### config.mk
export PLATFORM = sky130hd
export DESIGN_NAME = gtech_fd14_rr_arb_flat
export DESIGN_NICKNAME = d
export VERILOG_FILES = /design/src/rtl/gtech_fd14_rr_arb_if.sv /design/src/rtl/gtech_fd14_rr_arb.sv /design/src/flat_wrapper.sv
export SDC_FILE = /design/constraint.sdc
export NUM_CORES = 1
export LEC_CHECK = 0
export ABC_AREA = 1
export CAP_MARGIN = 0
export CORE_UTILIZATION = 34
export CTS_CLUSTER_DIAMETER = 60
export CTS_CLUSTER_SIZE = 30
export DETAILED_ROUTE_END_ITERATION = 12
export GPL_ROUTABILITY_DRIVEN = 0
export MAX_ROUTING_LAYER = met4
export PLACE_DENSITY_LB_ADDON = 0.12
export SLEW_MARGIN = 5
export SYNTH_ARGS = -nofsm -noshare
export SYNTH_HDL_FRONTEND = slang
export SYNTH_SLANG_ARGS = --single-unit
### constraint.sdc
create_clock -name CP -period 1.8 [get_ports CP]
set_input_delay 0.36 -clock CP [delete_from_list [all_inputs] [get_ports CP]]
set_output_delay 0.36 -clock CP [all_outputs]
set_load 0.05 [all_outputs]
### src/rtl/gtech_fd14_rr_arb_if.sv
// Requester/consumer bundle for the gtech_fd14_rr_arb holding-register arbiter.
// master: drives requests, data, locks and downstream ready.
// slave:  the arbiter itself.
interface gtech_fd14_rr_arb_if #(
    parameter int NREQ  = 4,
    parameter int WIDTH = 4
);
    logic [NREQ-1:0]       REQ;
    logic [NREQ*WIDTH-1:0] DIN;
    logic [NREQ-1:0]       LOCK;
    logic [NREQ-1:0]       GNT;
    logic [WIDTH-1:0]      Q;
    logic [WIDTH-1:0]      QN;
    logic                  OVALID;
    logic                  ORDY;
    logic [1:0]            OSRC;

    modport master (
        output REQ, DIN, LOCK, ORDY,
        input  GNT, Q, QN, OVALID, OSRC
    );

    modport slave (
        input  REQ, DIN, LOCK, ORDY,
        output GNT, Q, QN, OVALID, OSRC
    );
endinterface

### src/rtl/gtech_fd14_rr_arb.sv
// Round-robin write arbiter feeding a 4-bit four-flop holding register that
// drives one downstream consumer over a valid/ready handshake.
// Optional macro GTECH_ARB_LOCK_EN: lets the last-granted requester keep the
// grant while it holds LOCK and REQ; otherwise LOCK is ignored.
module gtech_fd14_rr_arb #(
    parameter int NREQ  = 4,
    parameter int WIDTH = 4
) (
    input logic                  CP,
    input logic                  RST,
    gtech_fd14_rr_arb_if.slave   bus
);
    typedef enum logic {
        EMPTY = 1'b0,
        FULL  = 1'b1
    } state_t;

    state_t           state;
    state_t           state_nxt;
    logic [1:0]       ptr;
    logic [WIDTH-1:0] q;
    logic [1:0]       osrc;

    logic             space;
    logic             rr_hit;
    logic [1:0]       rr_idx;
    logic             lock_hit;
    logic             sel_hit;
    logic [1:0]       sel_idx;
    logic             gnt_any;
    logic [NREQ-1:0]  gnt;

    assign space = (state == EMPTY) | bus.ORDY;

    // Rotating scan: first requester at or after ptr (lowest offset wins).
    always_comb begin
        logic [1:0] idx;
        rr_hit = 1'b0;
        rr_idx = ptr;
        idx    = ptr;
        for (int j = NREQ - 1; j >= 0; j--) begin
            idx = ptr + 2'(j);
            if (bus.REQ[idx]) begin
                rr_hit = 1'b1;
                rr_idx = idx;
            end
        end
    end

`ifdef GTECH_ARB_LOCK_EN
    // OSRC is the last granted requester, but only once a grant has happened
    // since reset; last_vld keeps the reset value of OSRC from acting as a lock.
    logic last_vld;

    // Lock holds the grant on the previous winner while it keeps LOCK and REQ.
    always_comb begin
        lock_hit = last_vld & bus.LOCK[osrc] & bus.REQ[osrc];
    end

    // Tracks whether OSRC names a real previous grant.
    always_ff @(posedge CP) begin
        if (RST) begin
            last_vld <= 1'b0;
        end else if (gnt_any) begin
            last_vld <= 1'b1;
        end
    end
`else
    logic [NREQ-1:0] lock_unused;
    assign lock_unused = bus.LOCK;

    // Pure round-robin: no lock override.
    always_comb begin
        lock_hit = 1'b0;
    end
`endif

    // Final grant: lock override first, then rotation; suppressed by reset or no space.
    always_comb begin
        sel_hit = lock_hit | rr_hit;
        sel_idx = lock_hit ? osrc : rr_idx;
        gnt_any = ~RST & space & sel_hit;
        gnt     = '0;
        if (gnt_any) begin
            gnt = NREQ'(1) << sel_idx;
        end
    end

    // Occupancy next-state: a grant always fills; an accepted word with no grant empties.
    always_comb begin
        state_nxt = state;
        if (gnt_any) begin
            state_nxt = FULL;
        end else if (state == FULL && bus.ORDY) begin
            state_nxt = EMPTY;
        end
    end

    // Occupancy state register.
    always_ff @(posedge CP) begin
        if (RST) begin
            state <= EMPTY;
        end else begin
            state <= state_nxt;
        end
    end

    // Priority pointer moves past the winner, but stays put while a lock holds.
    always_ff @(posedge CP) begin
        if (RST) begin
            ptr <= 2'd0;
        end else if (gnt_any && !lock_hit) begin
            ptr <= sel_idx + 2'd1;
        end
    end

    // Holding register and source tag load on every grant.
    always_ff @(posedge CP) begin
        if (RST) begin
            q    <= '0;
            osrc <= 2'd0;
        end else if (gnt_any) begin
            q    <= bus.DIN[sel_idx*WIDTH +: WIDTH];
            osrc <= sel_idx;
        end
    end

    assign bus.GNT    = gnt;
    assign bus.Q      = q;
    assign bus.QN     = ~q;
    assign bus.OVALID = (state == FULL);
    assign bus.OSRC   = osrc;
endmodule

### src/flat_wrapper.sv
// flat-port wrapper written by rule: the top's interface ports become plain ports
module gtech_fd14_rr_arb_flat 
#(
    parameter int NREQ  = 4,
    parameter int WIDTH = 4
)
  (CP, RST, bus_REQ, bus_DIN, bus_LOCK, bus_ORDY, bus_GNT, bus_Q, bus_QN, bus_OVALID, bus_OSRC);
  gtech_fd14_rr_arb_if #(.NREQ(NREQ), .WIDTH(WIDTH)) bus_i ();
  input logic CP;
  input logic RST;
  input wire logic [$bits(bus_i.REQ)-1:0] bus_REQ;
  input wire logic [$bits(bus_i.DIN)-1:0] bus_DIN;
  input wire logic [$bits(bus_i.LOCK)-1:0] bus_LOCK;
  input wire logic [$bits(bus_i.ORDY)-1:0] bus_ORDY;
  output wire logic [$bits(bus_i.GNT)-1:0] bus_GNT;
  output wire logic [$bits(bus_i.Q)-1:0] bus_Q;
  output wire logic [$bits(bus_i.QN)-1:0] bus_QN;
  output wire logic [$bits(bus_i.OVALID)-1:0] bus_OVALID;
  output wire logic [$bits(bus_i.OSRC)-1:0] bus_OSRC;
  assign bus_i.REQ = bus_REQ;
  assign bus_i.DIN = bus_DIN;
  assign bus_i.LOCK = bus_LOCK;
  assign bus_i.ORDY = bus_ORDY;
  assign bus_GNT = bus_i.GNT;
  assign bus_Q = bus_i.Q;
  assign bus_QN = bus_i.QN;
  assign bus_OVALID = bus_i.OVALID;
  assign bus_OSRC = bus_i.OSRC;
  gtech_fd14_rr_arb #(.NREQ(NREQ), .WIDTH(WIDTH)) u_core (.CP(CP), .RST(RST), .bus(bus_i));
endmodule
==> flow_summary_export.csv <==
group,metric,value,unit
outcome,status,"finished, violations left",
outcome,violations,"setup timing",
power,switching_share,0.536,
timing,fin_hold_ws,475,ps
detailed_routing,dr.pass1.iters,4,
worst_setup_path,cp.arrival,1940,ps
synth,synth-compound-area-share,0.0749,
floorplanning,die_h,49.5,um
power,seqPwrFrac,0.108,
power,p_int,1600,uW
global_route,antenna_found_initial,0,
synth,synthCells,128,
clocking,insertion_delay,260,ps
timing,final_hold_viol_count,0,
clocking,hold_buffers,0,
place,dp_hpwl,1990,um
synth,syn-num-nets,155,
worst_setup_path,required,1440,ps
power,pwr-share-clk,0.045,
floorplanning,row_count,16,
synth,netlist_area,768,um2
clocking,clock-sinks,9,
detailed_routing,drtIter0Drc,22,
global_route,grt_usage,0.247,
clocking,h-tree-depth,1,
floorplanning,io_pins,42,
timing,fin_ws,-503,ps
place,io_buffers,37,
layout,syn2layout_area_growth,118,%
synth,ys_types,21,
synth,synth-adder-area-share,0,
synth,synth_xor_area_frac,0,
place,dp.cells,219,
clocking,cts_tree,"yes",
layout,instances_no_fill,231,
timing,period_minus_slack,2300,ps
clocking,ctsLongestPathBuffers,2,
detailed_routing,vias,1108,
power,pwr-share-comb,0.847,
worst_setup_path,start_kind,"flop",
timing,finClkSkew,1.88,ps
global_route,grt_pass1_wl,4610,um
power,vdd_drop_max,1510,uV
global_route,grt_pass1_vias,1074,
timing,worstMarginPinSlew,203,ps
floorplanning,start_util,0.376,
detailed_routing,route.detailed.drc,0,
timing,maxSlewViolCount,0,
detailed_routing,drt_wl_total,3110,um
synth,ys_ff_latch,9,
synth,synth.area.mux_share,0,
detailed_routing,ant_nets,0,
timing,setup_viol,8,
power,design_power_total,3440,uW
place,preCtsSetupSlack,-617,ps
timing,rsz0062_at_grt,"true",
power,p_per_area,2050,nW/um2
detailed_routing,wire_per_inst,13.5,um
floorplanning,design.core.area,2040,um2
layout,nNetsFinal,232,
floorplanning,fp.dieW,49.5,um
job,cap_violations,0,
power,leakage,0.000841,uW
floorplanning,dieArea,2450,um2
synth,syn_area_per_cell,6.00,um2
power,p_sw,1840,uW
global_route,grt_max_degree,10,
layout,antenna-diode-count,0,
clocking,cts-buffers-inserted,3,
clocking,clkTransAtPathRegs,60,ps
worst_setup_path,cp-end-kind,"primary output",
timing,fmax,0.434,GHz
worst_setup_path,timing.critical_path.fanout_max,8,
clocking,root_buffer,"clkbuf_4",
global_route,overflow,0,
synth,synth-warning-count,0,
synth,ys_seq_area_frac,0.235,
timing,slew_headroom,0.864,
synth,synth_top_family_by_area,"simple AND/OR/NAND/NOR gates",
layout,drive_gt1_frac,0.559,
min_path,min_path_type,"reg2reg",
timing,period_share,1.28,
synth,synthSimpleGateAreaFrac,0.544,
detailed_routing,viasPerCell,4.80,
worst_setup_path,critical_path_class,"reg2out",
-- power groups by stage --
stage | registers [uW] | clock network (uW) | logic [uW]
3_5_place_dp | 343 | 0 | 2410
6_report | 373 | 155 | 2910
2_1_floorplan | 547 | 0 | 1250
3_3_place_gp | 338 | 0 | 2360
5_1_grt | 384 | 165 | 3090
4_1_cts | 362 | 160 | 2640
-- worst max-delay path, stage by stage (launching register included) --
cell        delay [ps]
dfxtp_4            430
nand2_1            120
nand3_1            160
nand2_2             90
buf_4              140
nor2_2             140
a21oi_4             90
inv_4              120
nor2_4              60
nand2_2             90
clkinvlp_4         100
buf_12             150
-- layout make-up --
cell class / count / area (um2)
repair buffers: 74 / 663
well taps: 27 / 33.8
inverters: 22 / 101
flip-flops and latches: 9 / 189
clock buffers: 4 / 26.3
fillers: 136 / 364
multi-input cells: 95 / 664
-- layer usage --
layer  up-vias  part of all wire  global-route usage
li1        556                 -                   -
met1       518              0.43               0.292
met2        30              0.52               0.439
met3         4             0.033              0.0185
met4         0             0.011              0.0810
met5         -                 0                   -
-- registers in the layout (all words and copies together) (netlist names) --
signal,cells
u_core.bus.Q,4
u_core.bus.OSRC,2
u_core.ptr,2
u_core.bus.OVALID,1
-- what timing repair did --
action	CTS	global route
endpoints found under the setup margin	9	11
resized for setup	21	28
setup buffers	8	3
endpoints found under the hold margin	0	0
pin swaps	17	15
-- cells in the mapped netlist --
cell type / instances / area (um2)
a211oi_1: 1 / 7.51
a21oi_2: 1 / 8.76
a21oi_4: 1 / 16.3
buf_6: 2 / 22.5
dfxtp_1: 9 / 180
inv_1: 17 / 63.8
inv_2: 3 / 11.3
inv_4: 1 / 6.26
inv_6: 1 / 8.76
nand2_1: 39 / 146
nand2_2: 12 / 75.1
nand3_1: 25 / 125
nand3_2: 1 / 10.0
nand4_1: 1 / 6.26
nand4_2: 1 / 12.5
nor2_1: 4 / 15.0
nor2_2: 1 / 6.26
nor2_4: 1 / 11.3
nor3_1: 2 / 10.0
o21ai_0: 3 / 15.0
o21ai_1: 2 / 10.0
-- stage by stage --
stage	util	setup TNS (ps)	area, um2
floorplan	-	-536	822
global placement	0.708	-4430	1450
detailed placement	0.708	-5080	1450
CTS	0.763	-1600	1560
global route	0.822	-3100	1680
finish	0.822	-2120	1680
-- layout by cell type, fill, tap and decap left out --
master	count
a21oi_2	1
clkbuf_4	3
nand3_1	18
buf_4	46
nor2_2	1
nand2_2	16
buf_6	2
inv_1	12
clkdlybuf4s50_1	18
dlygate4sd2_1	4
inv_2	5
dfxtp_1	6
nor3_4	2
a211oi_1	1
clkinvlp_4	1
a21oi_4	1
inv_8	1
nand2_4	13
clkbuf_1	1
nand4_1	1
nand4_4	1
o21ai_1	2
nor2_1	2
nor2_4	3
o21ai_0	3
nand2_1	22
buf_12	4
dfxtp_4	2
dfxtp_2	1
nand3_2	8
inv_4	3
-- final timing paths --
path	start	endpoint	slack, ps	cells after the start
max reg2reg	u_core.ptr[0]	u_core.bus.Q[1]	-80	12
min reg2reg	u_core.bus.OSRC[1]	u_core.bus.OSRC[1]	470	2
max	u_core.ptr[0]	bus_GNT[2]	-500	11
min	u_core.bus.OSRC[1]	u_core.bus.OSRC[1]	470	2
-- kinds of logic after synthesis --
| family | count (synthesis) |
|---|---|
| buffers and inverters | 24 |
| AND/OR/NAND/NOR | 87 |
| flip-flops | 9 |
| AO/OA/AOI/OAI | 8 |
Power figures use the tool's default switching activity.
==> variant (same flow settings) <==
Build with the macro `GTECH_ARB_LOCK_EN` defined.
--- a/src/rtl/gtech_fd14_rr_arb.sv
+++ b/src/rtl/gtech_fd14_rr_arb.sv
@@ -2,6 +2,8 @@
 // drives one downstream consumer over a valid/ready handshake.
 // Optional macro GTECH_ARB_LOCK_EN: lets the last-granted requester keep the
 // grant while it holds LOCK and REQ; otherwise LOCK is ignored.
+`define GTECH_ARB_LOCK_EN
+
 module gtech_fd14_rr_arb #(
     parameter int NREQ  = 4,
     parameter int WIDTH = 4
Check against the original RTL: not equivalent (a bounded check fails within 4 cycles, from zero or initial values and one cycle with RST high).
==> variant against the unedited design <==
- core utilization fell by 5.9 points
- area after synthesis rose by 12%
- worst hold slack improved by 0.011 ns
- the run still ends with setup timing left
- cell area rose by 4.5%
- total power rose by 1.5%
- sequential cell count rose by 1
- critical path type unchanged
- wire length fell by 2.0%
- setup slack got worse by 0.0067 ns
==> variant: results (changes against the unedited design) <==
** Global route
- The number of global-route vias before repair came to 1081 (+0.65%).
- Pin count of the biggest net entering global routing :: 9 (-1)
- GR met2 Demand/Resource :: 39.2% (-4.7 points)
- The met3 global-route usage came to 4.64% (+2.8 points).
- First-pass GRT wire length :: 4710 microns (+2.2%)

** Worst setup path
- The depth of the worst register-to-register path was 14 (+2).
- Biggest cell delay along the critical path :: 0.39 ns (-0.04 ns)
- Worst flop-to-flop path endpoint :: u_core.ptr[1]

** Placed design
- Port Buf Inserts :: 41 (+11%)
- Number of instances in the placed design :: 232 (+5.9%)
- The pre-CTS setup slack was -0.614 ns (+0.00337 ns).

** Synthesis
- Cells taking the most area after synthesis :: sky130_fd_sc_hd__dfxtp_1 23%, sky130_fd_sc_hd__nand3_1 23%, sky130_fd_sc_hd__nand2_1 20%, sky130_fd_sc_hd__inv_1 8.3%, sky130_fd_sc_hd__nand2_2 5.8%
- The distinct cell type count after synthesis was 20 (-4.8%).
- The synthesized area per cell is 5.83 sq um (-2.8%).
- Share of the yosys chip area belonging to registers :: 23.2% (-0.26 points)
- The number of nets produced by synthesis was 175 (+13%).

** Clock tree
- Clock transition at path regs :: 0.08 ns (+0.02 ns)
- Source-to-sink clock delay at the later pin of the worst-skew pair :: 0.28 ns (+0.02 ns)

** Layout
- The share of post-route cells with drive strength above 1 is 43.3% (-13 points).
- Non-clock buffer area fraction after layout :: 36.4% (-3.1 points)
- The multi-input logic cell count came to 112 (+18%).
- Number of fill cells in the layout :: 182 (+34%)
- The count of inverters not on the clock network in the layout came to 25 (+14%).
- Final core utilization :: 76.3% (-5.9 points)
- Share of cell area taken by multi-input logic gates :: 41.6% (+2.0 points)

** Drt
- Post-detailed-route wirelength per cell :: 12.4 microns (-7.6%)
- Metal1 wirelength :: 1300 microns (-3.5%)
- The final routed wirelength across all metal layers was 3050 microns (-2.0%).
- Detail Route met2 WL :: 1510 microns (-7.1%)

** Timing
- The tightest slew margin relative to the limit is 87.9% (+1.5 points).
- The post-route worst setup slack came to -0.510 ns (-0.00669 ns).
- The sum of negative setup slack was -2.18 ns (-0.0629 ns).
- Setup Viol. Count Final :: 10 (+2)
- Max Clock Skew :: 0.0161 ns (+0.0142 ns)
- The worst hold slack across all endpoints was 0.485 ns (+0.0105 ns).

** Run status
- Violations in the final reports :: setup timing
- Status :: finished with violations

** Power and ir drop
- Worst ir drop on vdd :: 0.00152 V (+0.72%)
- Leakage :: 0.857 nW (+1.9%)

** Min path
- Worst Hold Path EP :: u_core.bus.Q[0]

** Floorplanning
- The area of the core is 0.00230 sq mm (+12%).
[variant: cell types whose count changed after synthesis, moves of 2 or more]
cell,change
sky130_fd_sc_hd__nand2_4,+2
sky130_fd_sc_hd__nor2_1,+2
sky130_fd_sc_hd__nand2_1,+6
sky130_fd_sc_hd__nand3_1,+15
sky130_fd_sc_hd__a21oi_1,+3
sky130_fd_sc_hd__nand2_2,-4
sky130_fd_sc_hd__o21ai_0,-2
sky130_fd_sc_hd__inv_1,+2
sky130_fd_sc_hd__nor3_1,-2
[variant: power by group]
part           total, mW  internal, mW  switching [mW]
Combinational       2.91          1.20            1.70
Sequential         0.419         0.321          0.0980
Clock              0.168        0.0857          0.0821
Total               3.49          1.61            1.88
[variant: kinds of logic after synthesis]
family | share of synthesized area (%)
simple gates | 59.1
buf+inv | 13.0
flops | 23.2
compound gates | 4.64
[variant: timing repair]
action,in CTS,in global routing
resized for setup,31,12
endpoints found under the setup margin,10,12
gates cloned,1,0
buffers inserted,6,2
pin swaps,13,11
